`src/rtl/aes_mmio_bridge.sv`:
```
// MMIO bridge between the execute-stage data port and an AES-128 core: eight staging words,
// a command register, a request/response FSM and a zero-latency read mux. Optional IRQ: AES_BRIDGE_IRQ_EN.
module aes_mmio_bridge (
    input  logic         clk,
    input  logic         reset,
    input  logic [31:0]  cpu_addr,
    input  logic [31:0]  cpu_wdata,
    input  logic         cpu_we,
    input  logic         cpu_re,
    output logic [31:0]  cpu_rdata,
    output logic         aes_in_valid,
    input  logic         aes_in_ready,
    output logic [127:0] aes_plaintext,
    output logic [127:0] aes_key,
    input  logic         aes_out_valid,
    input  logic [127:0] aes_ciphertext
`ifdef AES_BRIDGE_IRQ_EN
    ,
    output logic         aes_irq
`endif
);

    typedef enum logic [2:0] {
        IDLE  = 3'd0,
        REQ   = 3'd1,
        WAIT  = 3'd2,
        DONE  = 3'd3,
        FLUSH = 3'd4
    } bridgeState_e;

    bridgeState_e stateReg, stateNext;

    logic [3:0]   wPtrReg;
    logic [1:0]   rPtrReg;
    logic         errReg;
    logic         doneReg;
    logic         rselReg;
    logic         abortReg;
    logic [255:0] stageBus;
    logic [127:0] resultBus;

    logic        isData, isCmd, dataWr, cmdWr, cmdClear, cmdStart;
    logic        inIdle, full, stageWrOk, startOk, popEn, lastPop, capture, busy;
    logic [31:0] statusWord;

    assign isData    = (cpu_addr[31:2] == 30'd14);
    assign isCmd     = (cpu_addr == 32'd77);
    assign dataWr    = cpu_we && isData;
    assign cmdWr     = cpu_we && isCmd;
    assign cmdClear  = cmdWr && cpu_wdata[1];
    // CLEAR outranks START when both bits are written together.
    assign cmdStart  = cmdWr && cpu_wdata[0] && !cpu_wdata[1];
    assign inIdle    = (stateReg == IDLE);
    assign full      = (wPtrReg == 4'd8);
    assign stageWrOk = dataWr && inIdle && (wPtrReg < 4'd8);
    assign startOk   = cmdStart && inIdle && full;
    assign popEn     = cpu_re && isData && rselReg && (stateReg == DONE);
    assign lastPop   = popEn && (rPtrReg == 2'd3);
    assign capture   = (stateReg == WAIT) && aes_out_valid && !cmdClear;

    always_ff @(posedge clk or negedge reset) begin
        if (!reset) begin
            stateReg <= IDLE;
        end else begin
            stateReg <= stateNext;
        end
    end

    always_comb begin
        stateNext    = stateReg;
        aes_in_valid = 1'b0;
        busy         = 1'b0;
        case (stateReg)
            IDLE: begin
                if (startOk) stateNext = REQ;
            end
            REQ: begin
                aes_in_valid = 1'b1;
                busy         = 1'b1;
                // The request is never withdrawn; an abort only redirects the post-handshake path.
                if (aes_in_ready) stateNext = (abortReg || cmdClear) ? FLUSH : WAIT;
            end
            WAIT: begin
                busy = 1'b1;
                if (cmdClear)           stateNext = FLUSH;
                else if (aes_out_valid) stateNext = DONE;
            end
            DONE: begin
                if (cmdClear || lastPop) stateNext = IDLE;
            end
            FLUSH: begin
                busy = 1'b1;
                if (aes_out_valid) stateNext = IDLE;
            end
            default: stateNext = IDLE;
        endcase
    end

    always_ff @(posedge clk or negedge reset) begin
        if (!reset) begin
            wPtrReg  <= 4'd0;
            rPtrReg  <= 2'd0;
            errReg   <= 1'b0;
            doneReg  <= 1'b0;
            rselReg  <= 1'b0;
            abortReg <= 1'b0;
        end else begin
            if (cmdWr) rselReg <= cpu_wdata[2];

            if (cmdClear || lastPop)  wPtrReg <= 4'd0;
            else if (stageWrOk)       wPtrReg <= wPtrReg + 4'd1;

            if (cmdClear || lastPop)  rPtrReg <= 2'd0;
            else if (popEn)           rPtrReg <= rPtrReg + 2'd1;

            if (cmdClear || lastPop)  doneReg <= 1'b0;
            else if (capture)         doneReg <= 1'b1;

            if (cmdClear)
                errReg <= 1'b0;
            else if ((dataWr && !stageWrOk) || (cmdStart && !startOk))
                errReg <= 1'b1;

            if (stateReg == REQ) abortReg <= aes_in_ready ? 1'b0 : (abortReg || cmdClear);
            else                 abortReg <= 1'b0;
        end
    end

    genvar gi;
    generate
        for (gi = 0; gi < 8; gi++) begin : gStage
            logic [31:0] wordReg;
            always_ff @(posedge clk or negedge reset) begin
                if (!reset)                                  wordReg <= '0;
                else if (stageWrOk && (wPtrReg[2:0] == 3'(gi))) wordReg <= cpu_wdata;
            end
            assign stageBus[32*gi +: 32] = wordReg;
        end

        for (gi = 0; gi < 4; gi++) begin : gResult
            logic [31:0] wordReg;
            always_ff @(posedge clk or negedge reset) begin
                if (!reset)       wordReg <= '0;
                else if (capture) wordReg <= aes_ciphertext[32*gi +: 32];
            end
            assign resultBus[32*gi +: 32] = wordReg;
        end
    endgenerate

    assign aes_plaintext = stageBus[127:0];
    assign aes_key       = stageBus[255:128];

    assign statusWord = {23'b0, rPtrReg, wPtrReg, errReg, doneReg, busy};

    always_comb begin
        cpu_rdata = '0;
        if (isData) begin
            if (!rselReg)                cpu_rdata = statusWord;
            else if (stateReg == DONE)   cpu_rdata = resultBus[{rPtrReg, 5'b0} +: 32];
        end
    end

`ifdef AES_BRIDGE_IRQ_EN
    logic irqReg;
    always_ff @(posedge clk or negedge reset) begin
        if (!reset)                 irqReg <= 1'b0;
        else if (cmdClear || popEn) irqReg <= 1'b0;
        else if (capture)           irqReg <= 1'b1;
    end
    assign aes_irq = irqReg;
`endif

endmodule

```
`config.mk`:
```
export PLATFORM = sky130hd
export DESIGN_NAME = aes_mmio_bridge
export DESIGN_NICKNAME = d
export VERILOG_FILES = /design/src/rtl/aes_mmio_bridge.sv
export SDC_FILE = /design/constraint.sdc
export NUM_CORES = 1
export LEC_CHECK = 0
export CAP_MARGIN = 20
export CORE_UTILIZATION = 30
export CTS_BUF_LIST = sky130_fd_sc_hd__clkbuf_8
export CTS_CLUSTER_DIAMETER = 60
export DETAILED_ROUTE_END_ITERATION = 16
export PLACE_DENSITY_LB_ADDON = 0.05
export SETUP_SLACK_MARGIN = 0.2
export SYNTH_ARGS = -nofsm -noshare
export SYNTH_HDL_FRONTEND = slang
export SYNTH_SLANG_ARGS = --single-unit
```
`constraint.sdc`:
```
create_clock -name clk -period 3 [get_ports clk]
set_input_delay 0.45 -clock clk [delete_from_list [all_inputs] [get_ports clk]]
set_output_delay 0.45 -clock clk [all_outputs]
set_load 0.02 [all_outputs]
```
==> key figures, run 1 <==
Min path
  • Worst hold path class: in2async

Clocking
  • Clock Pin Slew Worst Setup and Hold Paths: 0.06 ns
  • CTS root buf: clkbuf_8
  • Max Buffers Root-to-Sink: 3
  • CTS tree: yes
  • H-Tree Depth: 3
  • Cts bufs inserted: 75
  • TritonCTS Sinks: 397
  • Skew-Pair Late Insertion Delay: 0.63 ns

Setup path
  • Worst-path maximum fanout: 3
  • CP endpoint kind: output pin
  • Worst Setup EP: cpu_rdata[0]
  • Critical path required time: 2.55 ns
  • Crit path from: rPtrReg[0]$_DFFE_PN0P_
  • Crit path launch type: flip-flop
  • Critical register-to-register path startpoint: stateReg[2]$_DFFE_PN0P_
  • Reg2reg setup slack: 0.74 ns
  • Reg2Reg Depth: 7
  • Setup CP Type: reg2out
  • Critical Path AT: 2.35 ns
  • Reg-to-reg critical path endpoint: gStage[6].wordReg[8]$_DFFE_PN0P_

Finish
  • Nets: 1,809
  • Layout Cells excl Fill: 2,351
  • Design Area, Final: 0.0244 mm2
  • Synth-to-layout area growth: 47.6%
  • Ratio of cells with drive above 1 in the final layout: 38.4%

Yosys
  • Netlist Area Pre-Place: 0.0165 mm2
  • Yosys reg bits: 397
  • Top cell types by occurrence after synthesis: dfrtp_1, mux2_2, mux2_4
  • Synth top area cells: dfrtp_1, mux2_2, mux2_4
  • Post-synthesis sequential area ratio: 60.1%
  • YS warnings: 0
  • Synth async-reset ratio: 100%
  • Post-Syn Nets: 1,232
  • Post-synth EDFFs: 0
  • Top cell type's share of synthesized area: 60.1%
  • Mean Syn Cell Area: 16.1 um2
  • Post-synth top flop: dfrtp_1
  • Yosys cell types: 49
  • Most common cell in the netlist: dfrtp_1
  • Mapped Cells: 1,027
  • Area leader, netlist: dfrtp_1

Timing
  • Part of the cycle the worst path needs: 93.2%
  • Worst setup margin: 0.203 ns
  • Final min period: 2.80 ns
  • Hold Slack: 0.397 ns
  • Slew @ Worst Pin: 0.606 ns
  • Final Hold Viols: 0
  • Slew headroom: 59.6%
  • Fin. max-slew vios: 0
  • Fmax: 358 MHz
  • RSZ-0062 raised after global routing: yes
  • Clk_skew: 0.0206 ns
  • Setup violations, final: 0

Floorplanning
  • Top Ports: 487
  • Die W: 237 um
  • FP Rows: 85
  • CORE AREA: 0.0541 mm2
  • Die footprint: 0.0560 mm2
  • Die height: 237 um
  • Starting Density: 30.5%

Global route
  • GR Util met3: 5.79%
  • Largest net degree at the start of global routing: 73
  • Remaining global-route overflow: 0
  • Top Usage Layer GRT: met2
  • Vias in the first global route: 11,800
  • GR Util All Layers: 18.5%
  • Antenna violations before repair: 9
  • First-pass GRT wire length: 77,200 um
  • M2 GR Usage: 31.3%
  • Met1 GRT Util: 22.0%

Placed design
  • Placed cell count: 2,205
  • IO Port Bufs: 486
  • Placement Cell Area: 0.0227 mm2
  • Final HPWL DP: 36,200 um
  • Placer Congestion: 0.795
  • Worst slack, placed: -0.560 ns

Route
  • Drt initial violations: 315
  • Antenna-violating nets left: 0
  • Final wirelength: 51,300 um
  • DRC errors left: 0
  • Number of vias per cell: 4.64
  • Pre-antenna DRT Iters: 4
  • Routed wire length per instance: 21.8 um
  • Via count: 10,900

Outcome
  • Status: finished, final reports clean

Job
  • MaxCap Viol Count: 0

Pwr
  • Lkg Pwr: 0.0116 uW
  • Worst VDD drop: 325 uV
  • Total Power: 14,100 uW
  • Pwr Density: 577 mW/mm2
## kinds of logic (layout without fill, tap and decap cells)
| logic type | Yosys count | after routing | synth area share, % |
|---|---|---|---|
| AND/OR/NAND/NOR | 103 | 103 | 3.90 |
| adder cells (fa/ha/maj) | 8 | 8 | 0.591 |
| multiplexers | 420 | 420 | 32.0 |
| XOR/XNOR | 1 | 1 | 0.0530 |
| other | 0 | 5 | 0 |
| buffers and inverters | 66 | 689 | 2.08 |
| flip-flops | 397 | 397 | 60.1 |
| AO/OA/AOI/OAI | 32 | 32 | 1.27 |
## stage by stage
| step | utilization, % | TNS (ns) |
|---|---|---|
| 6_report | 45.1 | 0 |
| 5_1_grt | 45.1 | 0 |
| 4_1_cts | 44.8 | 0 |
| 3_5_place_dp | 41.9 | -132.52 |
| 3_3_place_gp | 41.9 | -130.50 |
| 2_1_floorplan | - | 0 |
## report_power, final
group	leakage (uW)	internal, uW	switching, uW
Clock	0.000816	2650	2280
Combinational	0.00550	1540	885
Sequential	0.00524	6270	439
## critical path, cell delays in order, from the launching register on
cell	delay, ns
dfrtp_2	0.41
buf_12	0.13
mux4_2	0.51
nand3_2	0.08
o21ai_2	0.06
a21oi_2	0.16
o32a_1	0.17
nor2_1	0.05
buf_4	0.16
## cell type report
| class | count | area [um2] |
|---|---|---|
| clock inverters | 38 | 191 |
| well taps | 696 | 871 |
| fillers | 4930 | 29700 |
| multi-input cells | 564 | 6400 |
| diodes | 5 | 12.5 |
| inverters | 4 | 15.0 |
| clock buffers | 85 | 1170 |
| flip-flops and latches | 397 | 9940 |
| repair buffers | 562 | 5790 |
## placed cells by master (no fill, tap or decap), types with 3 or more instances in the layout
cell type and n:
and3_1 20, clkinv_2 4, nand3b_1 5, dfrtp_2 3, a21oi_1 4, diode_2 5
nor3_1 5, nor2_4 3, dfrtp_1 394, mux4_2 30, nand2_1 5, clkdlybuf4s15_2 3
nor2b_1 3, o31ai_1 3, and3_4 5, mux2_4 60, or3_1 3, buf_12 25
a22o_1 3, buf_6 11, clkbuf_8 85, nor2_1 15, dlymetal6s2s_1 19, mux2i_1 5
clkdlybuf4s50_1 434, nor3b_1 4, buf_2 17, mux2_1 19, buf_4 47, nand3_1 4
mux2_2 306, o21ai_0 9, ha_1 7, nor4_2 5, nand2_2 3, nand3_2 3
inv_1 34
## timing repair
| action | in CTS | in global routing |
|---|---|---|
| pin swaps | 7 | 17 |
| resized for setup | 97 | 69 |
| setup buffers | 9 | 4 |
| hold endpoints to repair | 59 | 0 |
| cloned | 1 | 3 |
| hold buffers | 1 | 0 |
| setup endpoints to repair | 114 | 30 |
## sequential cells by signal, indices dropped and copies added, names as in the netlist
signal / count
abortReg: 1
doneReg: 1
errReg: 1
gResult.wordReg: 128
gStage.wordReg: 256
rPtrReg: 2
rselReg: 1
stateReg: 3
wPtrReg: 4
## metal layers
layer	up-vias	routed length, um
met4	8	1350
li1	4890	-
met5	-	64
met2	325	25900
met1	5584	20600
met3	90	3340
## worst min path at each step
stage	start	endpoint	slack, ns	cells past startpoint
global route	aes_in_ready	abortReg$_DFF_PN0_	0.35	2
global placement	gStage[2].wordReg[2]$_DFFE_PN0P_	gStage[2].wordReg[2]$_DFFE_PN0P_	0.47	1
finish	reset	gStage[7].wordReg[25]$_DFFE_PN0P_	0.40	2
floorplan	reset	abortReg$_DFF_PN0_	0.15	0
detailed placement	reset	gStage[7].wordReg[25]$_DFFE_PN0P_	0.48	1
CTS	aes_in_ready	abortReg$_DFF_PN0_	0.34	2
Note: power is estimated with default switching activity, not from simulation.
==> inputs of run 2 (changes only) <==
--- a/config.mk
+++ b/config.mk
@@ -10,6 +10,7 @@
 export CTS_BUF_LIST = sky130_fd_sc_hd__clkbuf_8
 export CTS_CLUSTER_DIAMETER = 60
 export DETAILED_ROUTE_END_ITERATION = 16
+export HOLD_SLACK_MARGIN = 0.15
 export PLACE_DENSITY_LB_ADDON = 0.05
 export SETUP_SLACK_MARGIN = 0.2
 export SYNTH_ARGS = -nofsm -noshare
==> results of run 2 <==
No change in the layout: final DEF, timing and power equal those of run 1.
==> inputs of run 3 (changes only) <==
--- a/config.mk
+++ b/config.mk
@@ -6,10 +6,13 @@
 export NUM_CORES = 1
 export LEC_CHECK = 0
 export CAP_MARGIN = 20
+export CELL_PAD_IN_SITES_DETAIL_PLACEMENT = 0
+export CELL_PAD_IN_SITES_GLOBAL_PLACEMENT = 1
 export CORE_UTILIZATION = 30
 export CTS_BUF_LIST = sky130_fd_sc_hd__clkbuf_8
 export CTS_CLUSTER_DIAMETER = 60
 export DETAILED_ROUTE_END_ITERATION = 16
+export GPL_ROUTABILITY_DRIVEN = 0
 export HOLD_SLACK_MARGIN = 0.15
 export PLACE_DENSITY_LB_ADDON = 0.05
 export SETUP_SLACK_MARGIN = 0.2
==> run 3 against run 2 <==
Effect of this change: worst setup slack worse by 0.011 ns; core utilization is 0.20 points higher; first-iteration DRC count is 13% higher; cell count is 0.21% higher; die area stayed put; largest power group unchanged; cell area is 0.44% higher; register-to-register slack hardly changed; sequential share of layout area is 0.16 points lower; combinational power hardly changed; sequential power hardly changed; count of clock-buffer cells in the layout is 9 higher; non-clock buffer count is 9 higher.
==> key figures, run 3 (synthesized netlist as in run 1, its figures left out) <==
Placed design
  • IO Port Bufs: 486 (unchanged)
  • Final HPWL DP: 37,000 um (was 36,200 um)

Setup path
  • Worst-path maximum fanout: 4 (was 3)
  • Critical path buffer and inverter count: 2 (unchanged)
  • Reg2reg setup slack: 0.73 ns (was 0.74 ns)
  • Critical Path AT: 2.36 ns (was 2.35 ns)
  • Setup CP Type: reg2out (unchanged)
  • Crit path launch type: flip-flop (unchanged)
  • Worst path cell trace: buf_6, mux4_2, nand3_2, o21ai_2, a21oi_1, o32a_1, nor2_1, buf_4 (was buf_12, mux4_2, nand3_2, o21ai_2, a21oi_2, o32a_1, nor2_1, buf_4)
  • CP delay by family, top: flip-flops (was multiplexers)
  • CP endpoint kind: output pin (unchanged)
  • Critical path's largest stage delay: 0.52 ns (was 0.51 ns)
  • Critical path required time: 2.55 ns (about the same)
  • Slowest stage cell on the critical path: dfrtp_4 (was mux4_2)

Pwr
  • Seq pwr share: 47.3% (was 47.7%)
  • Gate power share: 17.1% (was 17.3%)
  • Total Power: 14,200 uW (was 14,100 uW)
  • P_sw: 3580 uW (was 3600 uW)
  • Switching share of power: 25.3% (was 25.6%)
  • Int Power: 10,600 uW (was 10,500 uW)
  • Clk pwr share: 35.6% (was 35.0%)
  • Worst VDD drop: 306 uV (was 325 uV)
  • Pwr Density: 578 mW/mm2 (was 577 mW/mm2)
  • Lkg Pwr: 0.0116 uW (about the same)

Route
  • Final wirelength: 51,900 um (was 51,300 um)
  • Antenna-violating nets left: 0 (unchanged)
  • Number of vias per cell: 4.59 (was 4.64)
  • DRC errors left: 0 (unchanged)
  • Routed wire length per instance: 22.0 um (was 21.8 um)
  • Drt initial violations: 356 (was 315)
  • Pre-antenna DRT Iters: 4 (unchanged)
  • Via count: 10,800 (was 10,900)

Finish
  • Nets: 1,817 (was 1,809)
  • Synth-to-layout area growth: 48.2% (was 47.6%)
  • Largest register FFs: 256 (unchanged)
  • Commonest cells after routing, fill and taps aside: clkdlybuf4s50_1, dfrtp_1, mux2_2 (unchanged)
  • Largest regs: gStage.wordReg x256, gResult.wordReg x128, wPtrReg x4 (unchanged)
  • Ratio of cells with drive above 1 in the final layout: 38.9% (was 38.4%)
  • Most common cell after layout, fill and taps aside: clkdlybuf4s50_1 (unchanged)
  • Biggest register: gStage.wordReg (unchanged)

Timing
  • Final Hold Viols: 0 (unchanged)
  • Setup violations, final: 0 (unchanged)
  • RSZ-0062 raised after global routing: yes (unchanged)
  • Fmax: 356 MHz (was 358 MHz)
  • Final min period: 2.81 ns (was 2.80 ns)
  • Hold Slack: 0.391 ns (was 0.397 ns)
  • Slew @ Worst Pin: 0.617 ns (was 0.606 ns)
  • Setup TNS: 0 ns (unchanged)
  • Part of the cycle the worst path needs: 93.6% (was 93.2%)
  • Fin. max-slew vios: 0 (unchanged)
  • Slew headroom: 58.9% (was 59.6%)
  • Clk_skew: 0.0183 ns (was 0.0206 ns)

Min path
  • Worst hold path class: in2async (unchanged)

Global route
  • First-pass GRT wire length: 78,000 um (was 77,200 um)
  • Antenna violations before repair: 11 (was 9)
  • Largest net degree at the start of global routing: 78 (was 73)
  • Remaining global-route overflow: 0 (unchanged)
  • GR Util All Layers: 18.7% (was 18.5%)
  • Vias in the first global route: 11,600 (was 11,800)

Clocking
  • Max Buffers Root-to-Sink: 3 (unchanged)
  • Cts bufs inserted: 74 (was 75)
  • Clock Pin Slew Worst Setup and Hold Paths: 0.06 ns (about the same)
  • TritonCTS Sinks: 397 (unchanged)
  • CTS root buf: clkbuf_8 (unchanged)
  • Skew-Pair Late Insertion Delay: 0.64 ns (was 0.63 ns)
  • H-Tree Depth: 3 (unchanged)
  • CTS tree: yes (unchanged)

Floorplanning
  • CORE AREA: 0.0541 mm2 (unchanged)
  • Die footprint: 0.0560 mm2 (unchanged)
  • Top Ports: 487 (unchanged)
  • Die W: 237 um (unchanged)
  • Die height: 237 um (unchanged)
  • FP Rows: 85 (unchanged)
  • Starting Density: 30.5% (unchanged)

Job
  • MaxCap Viol Count: 0 (unchanged)

Outcome
  • Status: finished, final reports clean (unchanged)
run 3: changes by cell type in the layout (fill, tap and decap cells not counted), moves of 4 or more:
cell / delta
buf_2: -4
clkinv_2: -4
buf_4: +15
buf_12: +4
and3_1: -5
clkbuf_8: +9
buf_6: -4
inv_1: -5
and3_4: +5
run 3: layout make-up:
cell class,count,area (um2)
Fill cell,4929,29600
Sequential cell,397,9940
Multi-Input combinational cell,564,6380
Timing Repair Buffer,571,5880
Clock buffer,94,1290
Tap cell,696,871
Clock inverter,27,109
Inverter,4,15.0
Antenna cell,3,7.51
run 3: timing repair:
action | 4_1_cts | 5_1_grt
setup endpoints to repair | 29 | 27
resized for setup | 104 | 66
buffers inserted | 10 | 10
hold buffers | 1 | 0
endpoints found under the hold margin | 60 | 0
cloned | 1 | 0
pin swaps | 7 | 19
run 3: power groups by stage:
stage	registers, uW	clock network [uW]	logic [uW]
finish	6700	5040	2420
global route	6820	5500	2630
CTS	6700	5280	2460
detailed placement	6780	0	2440
global placement	6760	0	2410
floorplan	6610	0	1670
run 3: metrics by stage:
stage	setup slack (ns)	std cells	util (%)	cell area, um2
6_report	0.192	2356	45.2	24500
5_1_grt	0.0698	2354	45.2	24500
4_1_cts	0.0925	2343	44.8	24200
3_5_place_dp	-0.212	2210	42.0	22800
3_3_place_gp	-0.207	2210	42.0	22800
2_1_floorplan	0.493	1027	-	16500
run 3: final timing paths:
kind	from	cells past startpoint	end
max reg2reg	stateReg[2]$_DFFE_PN0P_	7	gStage[6].wordReg[29]$_DFFE_PN0P_
max	rPtrReg[0]$_DFFE_PN0P_	8	cpu_rdata[0]
min in group clk	aes_ciphertext[84]	2	gResult[2].wordReg[20]$_DFFE_PN0P_
max in group asynchronous	reset	3	rPtrReg[1]$_DFFE_PN0P_
min	reset	2	gStage[2].wordReg[25]$_DFFE_PN0P_
min reg2reg	gStage[2].wordReg[12]$_DFFE_PN0P_	1	gStage[2].wordReg[12]$_DFFE_PN0P_
run 3: layer usage:
layer | global-route usage (%) | vias up | share of wire (%) | routed length, um
met3 | 6.70 | 94 | 6.9 | 3560
met4 | 5.23 | 14 | 2.2 | 1140
li1 | - | 4912 | - | -
met1 | 23.0 | 5507 | 42 | 21800
met5 | 0 | - | 0.17 | 88
met2 | 30.7 | 291 | 49 | 25400
